$ cat src/rtl/noc_rr_port_scheduler.sv
// Round-robin scheduler for one NoC router output port.
// Shares the port among N_PORTS input FIFOs, sequencing each transfer as
// grant -> push -> pop, and keeps saturating per-input grant counters.
module noc_rr_port_scheduler #(
   parameter int unsigned PCKG_SZ = 40,
   parameter int unsigned N_PORTS = 4,
   parameter int unsigned TRN_W   = $clog2(N_PORTS),
   parameter int unsigned CNT_W   = 16
) (
   input  logic                       clk,
   input  logic                       rst,
   input  logic [N_PORTS-1:0]         pndng_i,
   input  logic [N_PORTS*PCKG_SZ-1:0] data_i,
   input  logic                       out_full_i,
   output logic [TRN_W-1:0]           trn_o,
   output logic                       busy_o,
   output logic                       push_o,
   output logic [PCKG_SZ-1:0]         data_o,
   output logic [N_PORTS-1:0]         pop_o,
   output logic [N_PORTS*CNT_W-1:0]   grant_cnt_o
);

   typedef enum logic [1:0] {
      IDLE,
      GRANT,
      PUSH,
      POP
   } state_t;

   state_t             state_q;
   state_t             state_d;
   logic [TRN_W-1:0]   ptr_q;
   logic [TRN_W-1:0]   trn_q;
   logic [TRN_W-1:0]   sel_idx;
   logic [TRN_W-1:0]   ptr_nxt;
   logic               req_found;
   logic [PCKG_SZ-1:0] pkt_q;
   logic [PCKG_SZ-1:0] data_q;
   logic [CNT_W-1:0]   cnt_q [N_PORTS];

   // Find the first pending input scanning from ptr with wrap-around.
   always_comb begin : sel_scan
      int unsigned k;
      k         = 0;
      req_found = 1'b0;
      sel_idx   = '0;
      for (int unsigned i = 0; i < N_PORTS; i++) begin
         k = 32'(ptr_q) + i;
         if (k >= N_PORTS) k = k - N_PORTS;
         if (!req_found && pndng_i[k[TRN_W-1:0]]) begin
            req_found = 1'b1;
            sel_idx   = k[TRN_W-1:0];
         end
      end
   end

   // Pointer value just past the granted input, modulo N_PORTS.
   always_comb begin
      ptr_nxt = '0;
      if (32'(trn_q) + 1 < N_PORTS) ptr_nxt = trn_q + TRN_W'(1);
   end

   // Transfer sequencing: IDLE -> GRANT (waits out backpressure) -> PUSH -> POP.
   always_comb begin
      state_d = state_q;
      unique case (state_q)
         IDLE:    if (req_found) state_d = GRANT;
         GRANT:   if (!out_full_i) state_d = PUSH;
         PUSH:    state_d = POP;
         POP:     state_d = IDLE;
         default: state_d = IDLE;
      endcase
   end

   // FSM state register.
   always_ff @(posedge clk or posedge rst) begin
      if (rst) state_q <= IDLE;
      else     state_q <= state_d;
   end

   // Turn, latched packet, output data and round-robin pointer.
   always_ff @(posedge clk or posedge rst) begin
      if (rst) begin
         trn_q  <= '0;
         pkt_q  <= '0;
         data_q <= '0;
         ptr_q  <= '0;
      end else begin
         if (state_q == IDLE && req_found) begin
            trn_q <= sel_idx;
            pkt_q <= data_i[32'(sel_idx)*PCKG_SZ +: PCKG_SZ];
         end
         if (state_q == GRANT && !out_full_i) data_q <= pkt_q;
         if (state_q == POP) ptr_q <= ptr_nxt;
      end
   end

   // Saturating completed-transfer counters, bumped on the pop cycle.
   always_ff @(posedge clk or posedge rst) begin
      if (rst) begin
         for (int unsigned i = 0; i < N_PORTS; i++) cnt_q[i] <= '0;
      end else if (state_q == POP && cnt_q[trn_q] != '1) begin
         cnt_q[trn_q] <= cnt_q[trn_q] + CNT_W'(1);
      end
   end

   // Moore outputs decoded from the registered state.
   always_comb begin
      busy_o = (state_q != IDLE);
      push_o = (state_q == PUSH);
      pop_o  = '0;
      if (state_q == POP) pop_o[trn_q] = 1'b1;
      trn_o  = trn_q;
      data_o = data_q;
      grant_cnt_o = '0;
      for (int unsigned i = 0; i < N_PORTS; i++) grant_cnt_o[i*CNT_W +: CNT_W] = cnt_q[i];
   end

endmodule
$ cat config.mk
export PLATFORM = sky130hd
export DESIGN_NAME = noc_rr_port_scheduler
export DESIGN_NICKNAME = d
export VERILOG_FILES = /design/src/rtl/noc_rr_port_scheduler.sv
export SDC_FILE = /design/constraint.sdc
export NUM_CORES = 1
export LEC_CHECK = 0
export CAP_MARGIN = 20
export CORE_MARGIN = 2
export CORE_UTILIZATION = 38
export DETAILED_ROUTE_END_ITERATION = 8
export PLACE_DENSITY = 0.7
export SYNTH_ARGS = -nofsm -noshare
export SYNTH_HDL_FRONTEND = slang
export SYNTH_SLANG_ARGS = --single-unit
$ cat constraint.sdc
create_clock -name clk -period 13 [get_ports clk]
set_clock_uncertainty 0.1 [all_clocks]
set_input_delay 3.25 -clock clk [delete_from_list [all_inputs] [get_ports clk]]
set_output_delay 3.25 -clock clk [all_outputs]
set_load 0.005 [all_outputs]
==> results.txt <==
Status = finished clean
Async S/R FF share, synth = 1.00
CTS max path bufs = 2
Minimum clock period after layout = 5.52 ns
Layout cells sized above 1 = 0.284
Worst Max-Slew Pin Slew = 1.05 ns
Most common cell after layout, fill and taps aside = clkdlybuf4s50_1
Class of the worst hold path = reg -> reg
Worst-path cell with the longest stage delay = o2bb2a_4
GRT Util Overall = 0.198
Relative slew slack = 0.297
Clock Tree Root = clkbuf_16
Placed Area = 10700 µm²
CP Data Required Time = 13.21 ns
Seq/Total Area, Yosys = 0.492
Power per Cell Area = 192 nW/µm²
# setup viols final = 0
Setup slack, reg-to-reg = 9.66 ns
Boundary Pins = 279
Initial DRC count = 255
Overflow after GRT = 0
Fin. Hold Viols = 0
DIE WIDTH = 146 µm
#FFs+latches synth = 150
Antenna violations before repair = 0
Number of synthesized flops with an enable pin = 0
Post-CTS Hold Fix Bufs = 0
Setup crit end kind = register
DR pass1 iterations = 5
Antenna viol nets, final = 0
Share of the clock period used by the worst path = 0.424
Yosys top cell by area = dfrtp_1
Share of the synthesized area in the top cell type = 0.492
Die Y = 146 µm
Post-CTS sizing = 0
F_max = 181 MHz
Critical path class = in -> reg
N_diodes = 0
Worst path cell trace = clkdlybuf4s50_1, a21oi_1, o21ai_0, o2bb2a_4, mux4_2, mux2_2
Synthesized cell area = 7620 µm²
# H-tree levels = 4
Setup Buffers After CTS = 0
Yosys cell types = 39
Die area = 21200 µm²
Syn_nets = 677
Mean Syn Cell Area = 15.2 µm²
DRC violations left = 0
Final wirelength = 20300 µm
Leakage = 4.68 nW
DR vias/cell = 5.20
Final design utilization = 0.576
Placed cells = 1024
Finished Layout Cells = 1058
Mapped Cells = 500
Syn-to-layout area delta = 48.0%
CP arrival = 5.72 ns
First-pass GRT wire length = 32800 µm
FILL cells = 1596
Max-cap violations = 0
Top cell family by delay on the critical path = compound AO/OA/AOI/OAI gates
Primary FF master, synth = dfrtp_1
Largest net degree at the start of global routing = 79
Initial cell density of the core = 0.389
CTS tree = built
CTS Buf Count = 17
Crit-path max FO = 41
Core area = 19600 µm²
GP Congestion = 0.766
Unrepaired setup endpoints after global routing = false
Worst vdd ir = 0.000126 V
Yosys warns = 0
Final instance area = 11300 µm²
CP peak stage delay = 0.78 ns
Hpwl dp = 15200 µm
Fin nets = 957
Routed len/inst = 19.2 µm
Crit path launch type = input port
Vias in the first global route = 6005
Vias = 5499
Worst path bufs/invs = 1
# clock sinks = 150
Final Max Slew Viols = 0
Rows = 51
Clock Latency Late Sink = 0.43 ns
Setup tns final = 0 ns
CTS clk-pin slew, worst paths = 0.06 ns
IO buf count = 278
Synth area leaders = dfrtp_1 (49%), mux2_2 (18%), mux4_2 (13%)
Most frequent cells in the layout = clkdlybuf4s50_1 (278), dfrtp_1 (150), mux2_2 (123)
[worst paths after layout]
| kind | start | endpoint | cells after the start |
|---|---|---|---|
| setup / recovery | pndng_i[0] | pkt_q[13]$_DFFE_PP0P_ | 6 |
| hold / removal | pkt_q[25]$_DFFE_PP0P_ | pkt_q[25]$_DFFE_PP0P_ | 1 |
| setup reg to reg | trn_o[0]$_DFFE_PP0P_ | grant_cnt_o[5]$_DFFE_PP0P_ | 8 |
| hold reg to reg | pkt_q[25]$_DFFE_PP0P_ | pkt_q[25]$_DFFE_PP0P_ | 1 |
| max in group asynchronous | rst | data_o[19]$_DFFE_PP0P_ | 4 |
| min in group asynchronous | rst | pkt_q[14]$_DFFE_PP0P_ | 2 |
[state kept, by name, indices dropped and copies added (netlist names)]
| signal | flops |
|---|---|
| ptr_q | 2 |
| data_o | 40 |
| state_q | 2 |
| trn_o | 2 |
| pkt_q | 40 |
| grant_cnt_o | 64 |
[cell type report]
type / count / area (µm²) / share of cell area
Clock buffer: 21 / 450 / 0.0399
Clock inverter: 11 / 125 / 0.0111
Inverter: 30 / 118 / 0.0104
Multi-Input combinational cell: 293 / 3610 / 0.320
Sequential cell: 150 / 3750 / 0.333
Tap cell: 265 / 332 / 0.0294
Timing Repair Buffer: 288 / 2890 / 0.256
[cell usage after synthesis (5+ instances only)]
cell / number
dfrtp_1: 150
mux2_2: 123
mux4_2: 43
inv_1: 30
mux2i_1: 17
clkbuf_1: 13
mux4_1: 13
nand2_1: 13
ha_1: 10
o21ai_0: 8
xnor2_1: 8
buf_2: 7
nand3_1: 7
nor2_1: 6
buf_6: 5
nand2b_1: 5
nor4_1: 5
xor2_1: 5
[per-stage QoR]
stage | hold slack [ns] | power (mW) | worst slack [ns]
2_1_floorplan | 0.375 | 1.30 | 5.61
3_3_place_gp | 0.385 | 1.67 | 7.08
3_5_place_dp | 0.391 | 1.71 | 7.00
4_1_cts | 0.405 | 2.19 | 7.46
5_1_grt | 0.416 | 2.30 | 7.36
6_report | 0.400 | 2.17 | 7.48
[logic make-up (layout without fill, tap and decap cells)]
| logic type | count (synthesis) | count (layout) | share of synthesized area |
|---|---|---|---|
| AOI/OAI and AO/OA | 24 | 24 | 0.0231 |
| xor gates and xnor gates | 13 | 13 | 0.0149 |
| adders and majority gates | 10 | 10 | 0.0164 |
| buffers and inverters | 57 | 350 | 0.0363 |
| DFF | 150 | 150 | 0.492 |
| muxes | 198 | 198 | 0.380 |
| and+or+nand+nor | 48 | 48 | 0.0369 |
[per-layer routing]
layer  vias up  part of all wire  track usage
met2       222              0.53        0.349
met1      2790              0.39        0.228
met4         0             0.020       0.0770
met3        33             0.064       0.0574
met5         -                 0            0
li1       2454                 -            -
[power breakdown]
part	leakage [nW]	total, mW	internal (mW)	switching (mW)
clock	0.266	0.481	0.287	0.193
sequential	1.88	0.742	0.638	0.104
combinational	2.54	0.947	0.579	0.368
(Power assumes the default switching activity.)
